`config.mk`:
```
export PLATFORM = sky130hd
export DESIGN_NAME = ieee2nfloat_pipe
export DESIGN_NICKNAME = d
export VERILOG_FILES = /design/src/rtl/nfloat_pkg.sv /design/src/rtl/ieee2nfloat_classify.sv /design/src/rtl/ieee2nfloat_pipe.sv
export SDC_FILE = /design/constraint.sdc
export NUM_CORES = 1
export LEC_CHECK = 0
export CAP_MARGIN = 30
export CORE_MARGIN = 3
export CORE_UTILIZATION = 30
export CTS_BUF_LIST = sky130_fd_sc_hd__clkbuf_8
export DETAILED_ROUTE_END_ITERATION = 12
export GPL_TIMING_DRIVEN = 1
export PLACE_DENSITY = 0.63
export SETUP_SLACK_MARGIN = 0.3
export SKIP_LAST_GASP = 1
export SYNTH_ARGS = -nofsm -noshare
export SYNTH_HDL_FRONTEND = slang
export SYNTH_HIERARCHICAL = 1
export SYNTH_SLANG_ARGS = --single-unit
```
`constraint.sdc`:
```
create_clock -name clk -period 2.2 [get_ports clk]
set_clock_uncertainty 0.2 [all_clocks]
set_input_delay 0.22 -clock clk [delete_from_list [all_inputs] [get_ports clk]]
set_output_delay 0.22 -clock clk [all_outputs]
set_load 0.01 [all_outputs]
```
`src/rtl/nfloat_pkg.sv`:
```
// nfloat_pkg: shared definitions for the IEEE-754 -> FloPoCo nfloat converters.
//   EXC_*          : 2-bit nfloat exception codes
//   exp_width()    : IEEE exponent width (wE) for a given operand width
//   frac_width()   : IEEE fraction width (wF) for a given operand width
// Only operand widths 32 and 64 are meaningful; other widths are rejected by the
// instantiating top.
package nfloat_pkg;

   localparam logic [1:0] EXC_ZERO   = 2'b00;
   localparam logic [1:0] EXC_NORMAL = 2'b01;
   localparam logic [1:0] EXC_INF    = 2'b10;
   localparam logic [1:0] EXC_NAN    = 2'b11;

   function automatic int unsigned exp_width(input int unsigned data_width);
      return (data_width == 64) ? 11 : 8;
   endfunction

   function automatic int unsigned frac_width(input int unsigned data_width);
      return (data_width == 64) ? 52 : 23;
   endfunction

endpackage

```
`src/rtl/ieee2nfloat_classify.sv`:
```
// ieee2nfloat_classify: combinational IEEE-754 word -> nfloat word.
//   ieee_i      : IEEE operand {sign, exp[wE-1:0], frac[wF-1:0]}
//   nfloat_o    : nfloat word {exc[1:0], sign, exp[wE-1:0], frac[wF-1:0]}
//   is_nan_o    : operand is a NaN
//   is_inf_o    : operand is +/- infinity
//   is_sub_o    : operand is a subnormal (flushed to signed zero)
// Exponent bias is kept as-is; only the exception field is synthesised.
module ieee2nfloat_classify
   import nfloat_pkg::*;
#(
   parameter int unsigned DATA_WIDTH = 32
) (
   input  logic [DATA_WIDTH-1:0] ieee_i,
   output logic [DATA_WIDTH+1:0] nfloat_o,
   output logic                  is_nan_o,
   output logic                  is_inf_o,
   output logic                  is_sub_o
);

   localparam int unsigned WE = exp_width(DATA_WIDTH);
   localparam int unsigned WF = frac_width(DATA_WIDTH);

   logic          sign;
   logic [WE-1:0] exp_f;
   logic [WF-1:0] frac_f;
   logic          exp_zero;
   logic          exp_ones;
   logic          frac_zero;

   assign sign      = ieee_i[DATA_WIDTH-1];
   assign exp_f     = ieee_i[DATA_WIDTH-2 -: WE];
   assign frac_f    = ieee_i[WF-1:0];
   assign exp_zero  = (exp_f == '0);
   assign exp_ones  = &exp_f;
   assign frac_zero = (frac_f == '0);

   always_comb begin
      nfloat_o = '0;
      is_nan_o = 1'b0;
      is_inf_o = 1'b0;
      is_sub_o = 1'b0;
      if (exp_zero) begin
         // Zero and subnormal both become signed zero.
         nfloat_o = {EXC_ZERO, sign, {(DATA_WIDTH-1){1'b0}}};
         is_sub_o = !frac_zero;
      end else if (exp_ones) begin
         if (frac_zero) begin
            nfloat_o = {EXC_INF, sign, {(DATA_WIDTH-1){1'b0}}};
            is_inf_o = 1'b1;
         end else begin
            // NaN is canonicalised: sign and payload dropped.
            nfloat_o = {EXC_NAN, {DATA_WIDTH{1'b0}}};
            is_nan_o = 1'b1;
         end
      end else begin
         nfloat_o = {EXC_NORMAL, ieee_i};
      end
   end

endmodule

```
`src/rtl/ieee2nfloat_pipe.sv`:
```
// ieee2nfloat_pipe: elastic two-stage IEEE-754 -> nfloat converter.
//   clk        : clock, rising edge
//   rst        : asynchronous active-low reset
//   ins        : IEEE operand           ins_valid / ins_ready   : input handshake
//   outs       : nfloat word            outs_valid / outs_ready : output handshake
//   status     : sticky {nan_seen, inf_seen, subnormal_flushed}, only present when
//                IEEE2NFLOAT_STATUS_EN is defined
// Stage A holds the raw IEEE word, stage B the converted word. Latency 2, one word
// per cycle; outs_ready reaches ins_ready combinationally so a full pipe never bubbles.
module ieee2nfloat_pipe
   import nfloat_pkg::*;
#(
   parameter int unsigned DATA_WIDTH = 32
) (
   input  logic                  clk,
   input  logic                  rst,
   input  logic [DATA_WIDTH-1:0] ins,
   input  logic                  ins_valid,
   output logic                  ins_ready,
   output logic [DATA_WIDTH+1:0] outs,
   output logic                  outs_valid,
   input  logic                  outs_ready
`ifdef IEEE2NFLOAT_STATUS_EN
   ,
   output logic [2:0]            status
`endif
);

   if (!(DATA_WIDTH == 32 || DATA_WIDTH == 64)) begin : g_bad_width
      $fatal(1, "ieee2nfloat_pipe: DATA_WIDTH must be 32 or 64");
   end

   localparam int unsigned NW = DATA_WIDTH + 2;

   logic                  valid_a_q, valid_a_d;
   logic                  valid_b_q, valid_b_d;
   logic [DATA_WIDTH-1:0] data_a_q, data_a_d;
   logic [NW-1:0]         data_b_q, data_b_d;

   logic                  ready_b;
   logic                  load_a;
   logic                  load_b;
   logic [NW-1:0]         conv;
   logic                  conv_nan;
   logic                  conv_inf;
   logic                  conv_sub;

   ieee2nfloat_classify #(
      .DATA_WIDTH (DATA_WIDTH)
   ) u_classify (
      .ieee_i   (data_a_q),
      .nfloat_o (conv),
      .is_nan_o (conv_nan),
      .is_inf_o (conv_inf),
      .is_sub_o (conv_sub)
   );

   assign ready_b   = !valid_b_q || outs_ready;
   assign ins_ready = !valid_a_q || ready_b;
   assign load_a    = ins_valid && ins_ready;
   assign load_b    = valid_a_q && ready_b;

   always_comb begin
      valid_a_d = valid_a_q;
      valid_b_d = valid_b_q;
      data_a_d  = data_a_q;
      data_b_d  = data_b_q;
      if (load_a) begin
         valid_a_d = 1'b1;
         data_a_d  = ins;
      end else if (load_b) begin
         valid_a_d = 1'b0;
      end
      if (load_b) begin
         valid_b_d = 1'b1;
         data_b_d  = conv;
      end else if (outs_ready) begin
         valid_b_d = 1'b0;
      end
   end

   always_ff @(posedge clk or negedge rst) begin
      if (!rst) begin
         valid_a_q <= 1'b0;
         valid_b_q <= 1'b0;
         data_a_q  <= '0;
         data_b_q  <= '0;
      end else begin
         valid_a_q <= valid_a_d;
         valid_b_q <= valid_b_d;
         data_a_q  <= data_a_d;
         data_b_q  <= data_b_d;
      end
   end

   assign outs       = data_b_q;
   assign outs_valid = valid_b_q;

`ifdef IEEE2NFLOAT_STATUS_EN
   logic [2:0] status_q, status_d;

   // Flags accumulate on the A->B transfer, so stalled words are not counted twice.
   always_comb begin
      status_d = status_q;
      if (load_b) begin
         status_d = status_q | {conv_nan, conv_inf, conv_sub};
      end
   end

   always_ff @(posedge clk or negedge rst) begin
      if (!rst) begin
         status_q <= '0;
      end else begin
         status_q <= status_d;
      end
   end

   assign status = status_q;
`else
   logic unused_flags;
   assign unused_flags = conv_nan ^ conv_inf ^ conv_sub;
`endif

endmodule

```
# [Word level (Yosys, flattened, before mapping)]
# Cells that the tools add are included.
[word_totals] elab_cells=22 register_bits=68 in_bits=36 output_inout_bits=36
[classes] mux=7 reduce_logical=11
[ops] operator="two-way mux 34 bit" n=2
[ops] operator="two-way mux 33 bit" n=1
[ops] operator="zero test 23 bit" n=1
[ops] operator="zero test 8 bit" n=1
[ops] operator="AND reduction 8 bit" n=1
[ops] operator="two-way mux 1 bit" n=4
[ops] operator="nonzero test 2 bit" n=2
[ops] operator="logical AND 1 bit" n=2
[ops] operator="zero test 1 bit" n=2
[ops] operator="logical OR 1 bit" n=2

# [Logic depth before layout (Yosys ltp)]
[depth] depth_word=5 ltp_mapped=5 depth_no_buf=4

# [Hierarchy]
# The synthesis kept the hierarchy.
[modules_own_cells] module="ieee2nfloat_pipe" area_each_um2=2837.7 seq_area_each_um2=1701.6 n_inst=1 cells_per_inst=146
[modules_own_cells] module="ieee2nfloat_classify" area_each_um2=481.7 seq_area_each_um2=0.0 n_inst=1 cells_per_inst=57

# [Worst setup path after synthesis]
# Ideal clock, no wire load.
[synth_path] kind="register to register" from="register data_a_q[29]" to="register data_b_q[10], in the netlist outs[10]" n_path_buf=1 setup_ns=0.125 arrival_time_ns=1.562 path_slack_ns=0.313 period_less_slack_ns=1.887 path_stages_with_launch=6 t_required_ns=1.875 path_cell_list="dfrtp_1 or4_4 nor2_8 buf_12 nor3b_2 mux2_4"
[synth_between] elab_chain_cells=3 elab_cells_between_ends=4 classes_between="mux (2); reduce/logical (2)"
[synth_rtl] element="start: declaration" line="ieee2nfloat_pipe.sv:37" text="logic [DATA_WIDTH-1:0] data_a_q, data_a_d;"
[synth_rtl] element="start signal: assignment" line="ieee2nfloat_pipe.sv:91" text="data_a_q <= data_a_d;"
[synth_rtl] element="AND reduction 8 bit" line="ieee2nfloat_classify.sv:34" text="assign exp_ones = &exp_f;"
[synth_rtl] element="two-way mux 34 bit" line="ieee2nfloat_classify.sv:46" text="end else if (exp_ones) begin"
[synth_rtl] element="two-way mux 34 bit *" line="ieee2nfloat_classify.sv:42" text="if (exp_zero) begin"
[synth_rtl] element="net conv[10]" line="ieee2nfloat_pipe.sv:43" text="logic [NW-1:0] conv;"
[synth_rtl] element="end signal: assignment" line="ieee2nfloat_pipe.sv:92" text="data_b_q <= data_b_d;"
[synth_rtl] element="end: declaration" line="ieee2nfloat_pipe.sv:38" text="logic [NW-1:0] data_b_q, data_b_d;"
# The timed path passes the listed nets; every way through them passes the cells marked *.
# A chain may end at the register's enable or synchronous reset.

# [Worst setup path in the final report]
[layout_path] from="register data_a_q[29]" to="register data_b_q[16], in the netlist outs[16]"
# Same word-level chain as after synthesis.

==> impl_metrics.yaml <==
sta:
  rsz0062_at_grt: "true"
  clock.fmax_ghz: 0.504
  period_minus_slack_ps: 1980
  finalSetupViolations: 0
  slew_headroom_pct: 70.4
  fin_crit_sh_pct: 90.2
  finalSetupTns_ps: 0
  worstMarginPinSlew_ps: 441
  drv_slew: 0
  hold_viol: 0
global_route:
  antenna_found_initial: 0
  grt_pass1_vias: 2035
  grt_pass1_wl_microns: 10800
  grt_util_all_layers_pct: 11.2
  grt_max_degree: 40
  overflow: 0
detailed_routing:
  drt_drc_violations_left: 0
  wl_met3_microns: 413
  antenna_left: 0
  via_per_inst: 4.46
  firstDrtPassIters: 2
  vias: 1887
  drt-wirelength-per-cell_microns: 16.0
  drt_iter0_markers: 28
  totalWireLength_microns: 6780
  top_layer: "met4"
  met1Wirelength_microns: 3110
  met2WireLength_microns: 3160
die:
  boundaryPins: 72
  die_y_microns: 111
  start_util_pct: 31.3
  die_x_microns: 111
  rows: 37
  core-area_sq_um: 10500
  dieArea_sq_um: 12300
power_and_ir_drop:
  cellLeakagePower_nw: 1.99
  vdd_drop_max_mv: 0.356
  combPwrFrac_pct: 29.6
  powerDensity_nw_per_um2: 852
  p_seq_share_pct: 45.5
  power_mw: 3.72
  p_int_mw: 2.75
  switching_power_mw: 0.967
  swShare_pct: 26.0
  pwr-share-clk_pct: 24.9
synthesis:
  syn_nets: 236
  ys_warn_count: 6
  synth_area_per_cell_sq_um: 16.5
  netlist_instances: 200
  syn_area_sq_um: 3290
run_status:
  status: "finished, final reports clean"
critical_path:
  arrival_ps: 2000
  path_cells: "or4_4 -> nor2_8 -> clkbuf_16 -> nor3b_1 -> mux2_4"
  regToRegSetupSlack_ps: 220
  worstPathRequired_ps: 2220
  crit_fanout: 12
  slowest_stage: "or4_4"
  start_kind: "flop"
  r2r_cells: 5
  endpoint_kind: "flop"
  r2r_end: "outs[16]$_DFFE_PN0P_"
  cp_slowest_stage_delay_ps: 580
  r2r_start: "data_a_q[29]$_DFFE_PN0P_"
  criticalPathCategory: "flop to flop"
clocking:
  cts_max_level: 3
  clock_sinks: 68
  cts_tree: "yes"
  clk_latency_ps: 340
  root_buffer: "clkbuf_8"
  cts_buffer_depth: 2
  numCtsBuffers: 9
  path_clk_slew_ps: 70
layout:
  syn2layout_area_growth_pct: 32.4
  fillers: 995
  fin_nets: 318
  drive_gt1_share_pct: 38.0
  n_antenna_cell: 0
placed_design:
  port_buffers: 71
  dp_hpwl_microns: 4710
  gp_congestion: 0.785
hold_path:
  min_path_type: "input port to async pin"
job:
  drv_cap: 0
==> timing repair <==
item	CTS	global route
cloned	0	1
hold buffers	1	0
endpoints found under the setup margin	25	25
resized for setup	0	2
buffers inserted	0	2
hold endpoints to repair	68	0
==> area by class of cell <==
type,count,area (sq um),share of cell area (%)
Sequential cell,68,1700,39.0
Timing Repair Buffer,82,851,19.5
Inverter,1,3.75,0.0860
Multi-Input combinational cell,120,1450,33.3
Clock buffer,12,165,3.79
Tap cell,136,170,3.90
Clock inverter,4,16.3,0.373
==> power groups by stage <==
stage	Combinational (mW)	Clock (mW)	Sequential, mW
floorplan	0.557	0	1.74
global placement	1.09	0	1.71
detailed placement	1.11	0	1.71
CTS	1.11	0.976	1.69
global route	1.17	1.01	1.73
finish	1.10	0.926	1.69
==> layer usage <==
layer  global-route usage, %  vias up
li1                        -      885
met1                    14.1      939
met2                    17.4       51
met3                    4.48       12
met4                    3.69        0
met5                       0        -
==> worst max path at each step <==
stage,startpoint,endpoint,slack (ps),depth (start not counted)
after floorplan,data_a_q[29]$_DFFE_PN0P_,outs[10]$_DFFE_PN0P_,320,5
after global placement,data_a_q[29]$_DFFE_PN0P_,outs[32]$_DFFE_PN0P_,240,5
after detailed placement,outs_ready,outs[14]$_DFFE_PN0P_,220,5
after CTS,data_a_q[29]$_DFFE_PN0P_,outs[14]$_DFFE_PN0P_,220,5
after global routing,data_a_q[29]$_DFFE_PN0P_,outs[4]$_DFFE_PN0P_,170,5
final,data_a_q[29]$_DFFE_PN0P_,outs[16]$_DFFE_PN0P_,220,5
==> sequential cells by signal (all words and copies together), names as in the netlist <==
register	count
outs	34
outs_valid	1
valid_a_q	1
data_a_q	32
==> critical path: cells and delay by family, from the launching register on <==
family,cells,cell delay [ps]
buf+inv,1,190
flops,1,410
mux,1,270
simple gates,3,810
==> layout by cell type (no fill, tap or decap), types with 2 or more instances in the layout <==
| master | count |
|---|---|
| nor4_1 | 5 |
| clkdlybuf4s50_1 | 69 |
| mux2_2 | 6 |
| nor2b_1 | 8 |
| mux2_4 | 60 |
| dfrtp_1 | 67 |
| clkbuf_8 | 12 |
| nand4_1 | 2 |
| buf_4 | 7 |
| nor3b_2 | 10 |
| nor3b_1 | 13 |
| inv_1 | 4 |
| or4_4 | 2 |
| buf_12 | 3 |
==> per-stage QoR <==
| step | worst slack, ps | hold slack [ps] | util (%) | instances | cell area [sq um] |
|---|---|---|---|---|---|
| 4_1_cts | 219 | 143 | 41.1 | 420 | 4320 |
| 3_3_place_gp | 240 | -25.6 | 39.3 | 403 | 4130 |
| 2_1_floorplan | 318 | -276 | - | 200 | 3290 |
| 3_5_place_dp | 223 | -19.6 | 39.3 | 403 | 4130 |
| 6_report | 217 | 152 | 41.5 | 423 | 4360 |
| 5_1_grt | 174 | 181 | 41.5 | 423 | 4360 |
Note: power is estimated with default switching activity, not from simulation.
